[src/rtl/rvx_gpio_irq.sv]
// GPIO peripheral: synchronised inputs, direct/atomic output control and
// sticky rise/fall edge interrupts, all behind a 32-byte register window.
module rvx_gpio_irq #(
   parameter int GPIO_WIDTH  = 32,
   parameter int SYNC_STAGES = 2
) (
   input  logic                  clock,
   input  logic                  reset_n,
   input  logic [4:0]            rw_address,
   output logic [31:0]           read_data,
   input  logic                  read_request,
   output logic                  read_response,
   input  logic [31:0]           write_data,
   input  logic [3:0]            write_strobe,
   input  logic                  write_request,
   output logic                  write_response,
   input  logic [GPIO_WIDTH-1:0] gpio_input,
   output logic [GPIO_WIDTH-1:0] gpio_output_enable,
   output logic [GPIO_WIDTH-1:0] gpio_output,
   output logic                  irq
);

   localparam logic [4:0] ADDR_INPUT    = 5'h00;
   localparam logic [4:0] ADDR_OE       = 5'h04;
   localparam logic [4:0] ADDR_OUTPUT   = 5'h08;
   localparam logic [4:0] ADDR_CLEAR    = 5'h0C;
   localparam logic [4:0] ADDR_SET      = 5'h10;
   localparam logic [4:0] ADDR_RISE_EN  = 5'h14;
   localparam logic [4:0] ADDR_FALL_EN  = 5'h18;
   localparam logic [4:0] ADDR_PENDING  = 5'h1C;
   localparam logic [2:0] WARM_INIT     = 3'(SYNC_STAGES + 1);

   logic [GPIO_WIDTH-1:0] sync_q [SYNC_STAGES];
   logic [GPIO_WIDTH-1:0] sync_d [SYNC_STAGES];
   logic [GPIO_WIDTH-1:0] prev_q, prev_d;
   logic [GPIO_WIDTH-1:0] oe_q, oe_d;
   logic [GPIO_WIDTH-1:0] out_q, out_d;
   logic [GPIO_WIDTH-1:0] rise_en_q, rise_en_d;
   logic [GPIO_WIDTH-1:0] fall_en_q, fall_en_d;
   logic [GPIO_WIDTH-1:0] pend_q, pend_d;
   logic [2:0]            warm_q, warm_d;
   logic                  irq_q, irq_d;
   logic [31:0]           read_data_q, read_data_d;
   logic                  read_response_q, read_response_d;
   logic                  write_response_q, write_response_d;

   logic [GPIO_WIDTH-1:0] sync_in;
   logic [GPIO_WIDTH-1:0] pin_value;
   logic [GPIO_WIDTH-1:0] wdata;
   logic [GPIO_WIDTH-1:0] w1c_mask;
   logic [GPIO_WIDTH-1:0] set_mask;
   logic                  write_ok;
   logic                  unused_wdata;

   assign unused_wdata = ^write_data;

   always_comb begin
      sync_in   = sync_q[SYNC_STAGES-1];
      sync_d[0] = gpio_input;
      for (int i = 1; i < SYNC_STAGES; i++) begin
         sync_d[i] = sync_q[i-1];
      end
      prev_d = sync_in;

      // Edges are ignored until the synchroniser and prev register have
      // been filled from the live pins, so pins high out of reset stay quiet.
      if (warm_q != 3'd0) begin
         warm_d   = warm_q - 3'd1;
         set_mask = '0;
      end else begin
         warm_d   = warm_q;
         set_mask = ((sync_in & ~prev_q) & rise_en_q) |
                    ((~sync_in & prev_q) & fall_en_q);
      end

      write_ok = write_request &&
                 (write_strobe == 4'b1111 || write_strobe == 4'b0011 ||
                  write_strobe == 4'b0001);
      wdata     = write_data[GPIO_WIDTH-1:0];
      oe_d      = oe_q;
      out_d     = out_q;
      rise_en_d = rise_en_q;
      fall_en_d = fall_en_q;
      w1c_mask  = '0;
      if (write_ok) begin
         case (rw_address)
            ADDR_OE:      oe_d      = wdata;
            ADDR_OUTPUT:  out_d     = wdata;
            ADDR_CLEAR:   out_d     = out_q & ~wdata;
            ADDR_SET:     out_d     = out_q | wdata;
            ADDR_RISE_EN: rise_en_d = wdata;
            ADDR_FALL_EN: fall_en_d = wdata;
            ADDR_PENDING: w1c_mask  = wdata;
            default:      ;
         endcase
      end
      pend_d = (pend_q & ~w1c_mask) | set_mask;
      irq_d  = |pend_q;

      pin_value   = (oe_q & out_q) | (~oe_q & sync_in);
      read_data_d = '0;
      if (read_request) begin
         case (rw_address)
            ADDR_INPUT:   read_data_d = 32'(pin_value);
            ADDR_OE:      read_data_d = 32'(oe_q);
            ADDR_OUTPUT:  read_data_d = 32'(out_q);
            ADDR_RISE_EN: read_data_d = 32'(rise_en_q);
            ADDR_FALL_EN: read_data_d = 32'(fall_en_q);
            ADDR_PENDING: read_data_d = 32'(pend_q);
            default:      read_data_d = '0;
         endcase
      end
      read_response_d  = read_request;
      write_response_d = write_request;
   end

   always_ff @(posedge clock) begin
      if (!reset_n) begin
         for (int i = 0; i < SYNC_STAGES; i++) begin
            sync_q[i] <= '0;
         end
         prev_q           <= '0;
         oe_q             <= '0;
         out_q            <= '0;
         rise_en_q        <= '0;
         fall_en_q        <= '0;
         pend_q           <= '0;
         warm_q           <= WARM_INIT;
         irq_q            <= 1'b0;
         read_data_q      <= '0;
         read_response_q  <= 1'b0;
         write_response_q <= 1'b0;
      end else begin
         sync_q           <= sync_d;
         prev_q           <= prev_d;
         oe_q             <= oe_d;
         out_q            <= out_d;
         rise_en_q        <= rise_en_d;
         fall_en_q        <= fall_en_d;
         pend_q           <= pend_d;
         warm_q           <= warm_d;
         irq_q            <= irq_d;
         read_data_q      <= read_data_d;
         read_response_q  <= read_response_d;
         write_response_q <= write_response_d;
      end
   end

   assign read_data          = read_data_q;
   assign read_response      = read_response_q;
   assign write_response     = write_response_q;
   assign gpio_output_enable = oe_q;
   assign gpio_output        = out_q;
   assign irq                = irq_q;

endmodule

[config.mk]
export PLATFORM = sky130hd
export DESIGN_NAME = rvx_gpio_irq
export DESIGN_NICKNAME = d
export VERILOG_FILES = /design/src/rtl/rvx_gpio_irq.sv
export SDC_FILE = /design/constraint.sdc
export NUM_CORES = 1
export LEC_CHECK = 0
export CAP_MARGIN = 20
export CORE_UTILIZATION = 58
export DETAILED_ROUTE_END_ITERATION = 8
export GPL_ROUTABILITY_DRIVEN = 0
export PLACE_DENSITY = 0.85
export SYNTH_ARGS = -nofsm -noshare
export SYNTH_HDL_FRONTEND = slang
export SYNTH_SLANG_ARGS = --single-unit
[constraint.sdc]
create_clock -name clock -period 3.21 [get_ports clock]
set_clock_uncertainty 0.15 [all_clocks]
set_input_delay 0.642 -clock clock [delete_from_list [all_inputs] [get_ports clock]]
set_output_delay 0.642 -clock clock [all_outputs]
set_load 0.1 [all_outputs]
==> reports/metrics.cfg <==
[run_status]
status=complete, no violations

[worst_setup_path]
critPathArrivalTime_ns=2.54
endpoint_kind=flip-flop
cp_max_fo=32
cp_slowest_cell=clkdlybuf4s50_1
cp.required_ns=3.50
worstSetupPathType=in2reg
path_cells=clkdlybuf4s50_1, and4bb_4, o21ai_4, o21a_4, a221o_2
r2r_cells=6
max_stage_delay_ns=0.52
worstSetupStartpointType=input port

[grt]
grt_max_degree=177
gr-usage-all-layers=0.3105
grt_pass1_wl_um=51040
antenna_found_initial=0
grt_overflow=0
grt_pass1_vias=9685

[power_and_ir_drop]
p_seq_frac=0.477
ir_drop_v=0.0004117
power_density_mw_per_mm2=538.4
intPower_mw=6.120
comb_power_share=0.060
power_switching_mw=1.730
p_leak_nw=5.451
switching_share=0.2204
clock_power_share=0.463
total_power_mw=7.851

[floorplanning]
rows=51
io_pins=176
die_w_um=144.6
die_h_um=144.6
fp.coreArea_mm2=0.01972
start_util=0.5980
dieArea_mm2=0.02090

[timing]
fin_crit_sh=0.7020
period_minus_slack_ns=2.253
tightest_slew_ns=0.6704
fin_hold_ws_ns=0.2028
setup_slack_ns=0.9567
slew_headroom=0.5531
rsz0062_at_grt=false
setup_viol=0
tns_ns=0
slew_violations=0
hold_violations=0
clock.fmax_mhz=443.8

[final_layout]
area_growth_pct=23.66
fillers=1363
drive_above_1_share=0.2165
stdcell_count=1655
nets=1446
fin_area_mm2=0.01458
fin_util=0.7395
n_antenna_cell=0

[yosys]
syn_nets=1294
syn_area_per_cell_um2=9.705
synth_seq_cells=294
yosysSeqAreaShare=0.4992
netlist_instances=1215
synth_edf_count=0
synth_area_mm2=0.01179
synth_warnings=0
ys_types=47
async_flop_share=0
synth_ff_type=dfxtp_1

[place]
dp_hpwl_um=20330
dp_slack_ns=0.4349
io_buffer_count=175
place_area_mm2=0.01354
dp_cells=1601

[clocking]
clk_latency_ns=0.55
numCtsBuffers=29
clockBufferDepth=3
postCtsSetupBuffers=0
path_clk_slew_ns=0.06
clkSinkCount=294
hold_buffers=0
htree_levels=1
cts_tree=yes
post_cts_resized=0
cts_root_buffer=clkbuf_16

[detailed_routing]
wl_per_cell_um=19.71
drt_iter0_markers=1034
wl_um=32620
drc=0
vias=10160
drt-pass1-iter-count=5
drt.antenna.violating_nets=0
via_per_inst=6.139

[worst_hold_path]
holdPathStages=2
hp-class=in2reg

[job]
drv_cap=0

==> per-layer routing <==
metal | track usage | routed length [um]
met1 | 0.4080 | 13520
met2 | 0.5104 | 15300
met3 | 0.05828 | 3021
met4 | 0.1058 | 777
met5 | 0 | 0
==> power by group through the flow <==
stage	Clock [mW]	Sequential (mW)	Combinational (mW)
floorplan	0	3.84	0.228
global placement	0	3.82	0.452
detailed placement	0	3.82	0.458
CTS	3.66	3.74	0.464
global route	3.81	3.75	0.499
finish	3.64	3.74	0.470
==> cells in the mapped netlist (2+ instances only) <==
library cell	n	area, um2
dfxtp_1	294	5886
o2111ai_2	3	45.04
o22ai_1	28	175.2
a221o_2	2	22.52
mux2_2	60	675.7
nor4_1	9	56.30
a22oi_1	60	450.4
o21ai_0	65	325.3
nand3b_1	65	488.0
nor3b_1	33	247.7
a21oi_1	37	185.2
o21a_1	2	15.01
buf_4	3	22.52
a221o_1	30	300.3
nand3_1	65	325.3
o2bb2ai_1	4	35.03
nor2b_1	2	12.51
buf_6	7	78.83
ha_1	2	25.02
a21boi_0	15	112.6
nand2_1	136	510.5
clkbuf_1	48	180.2
nand4_1	2	12.51
a31o_2	32	280.3
mux2i_1	4	40.04
a21boi_1	17	127.6
and3b_1	2	17.52
inv_1	4	15.01
xnor2_1	2	17.52
nor2_1	35	131.4
buf_2	32	160.2
and2_1	100	625.6
==> sequential cells by signal, summed over array words and instances (netlist names) <==
register	count
read_response	1
pend_q	32
rise_en_q	32
prev_q	32
irq	1
prev_d	32
read_data	32
gpio_output	32
gpio_output_enable	32
fall_en_q	32
sync_d	32
warm_q	3
write_response	1
==> cell families (layout without fill, tap and decap cells) <==
group,count (synthesis),after routing,synth area share
AOI/OAI and AO/OA,300,300,0.1817
xor gates and xnor gates,2,2,0.001486
adders and majority gates,2,2,0.002122
buffers and inverters,94,269,0.03873
DFF,294,294,0.4992
muxes,64,64,0.06070
and+or+nand+nor,459,459,0.2162
==> worst max-delay path, delay by kind of cell <==
kind / cells / cell delay [ns]
simple gates: 1 / 0.45
compound gates: 3 / 0.93
buf+inv: 1 / 0.52
==> cells in the final DEF (no fill, tap or decap), drive strengths merged, types with 9 or more instances in the layout <==
cell type	n
a21boi	32
a21oi	37
a221o	32
a22oi	60
a31o	32
and2	100
buf	138
clkbuf	37
clkdlybuf4s50	73
clkinv	10
dfxtp	294
mux2	60
nand2	136
nand3	65
nand3b	65
nor2	36
nor3b	34
nor4	9
o21ai	66
o22ai	28
==> path summary, 6_finish.rpt <==
check / from / endpoint / slack [ns]
setup reg to reg: warm_q[0] / pend_q[13] / 1.25
setup / recovery: rw_address[0] / gpio_output[31] / 0.96
hold / removal: reset_n / warm_q[1] / 0.20
hold reg to reg: sync_d[4] / prev_d[4] / 0.28
==> final cells by class <==
type / instances / area (um2) / share of cell area
Timing Repair Buffer: 211 / 1803 / 0.1236
Multi-Input combinational cell: 827 / 5504 / 0.3775
Sequential cell: 294 / 5886 / 0.4036
Clock inverter: 17 / 216.5 / 0.01484
Inverter: 4 / 15.01 / 0.001030
Tap cell: 265 / 331.6 / 0.02274
Clock buffer: 37 / 825.8 / 0.05663
Note: power is estimated with default switching activity, not from simulation.
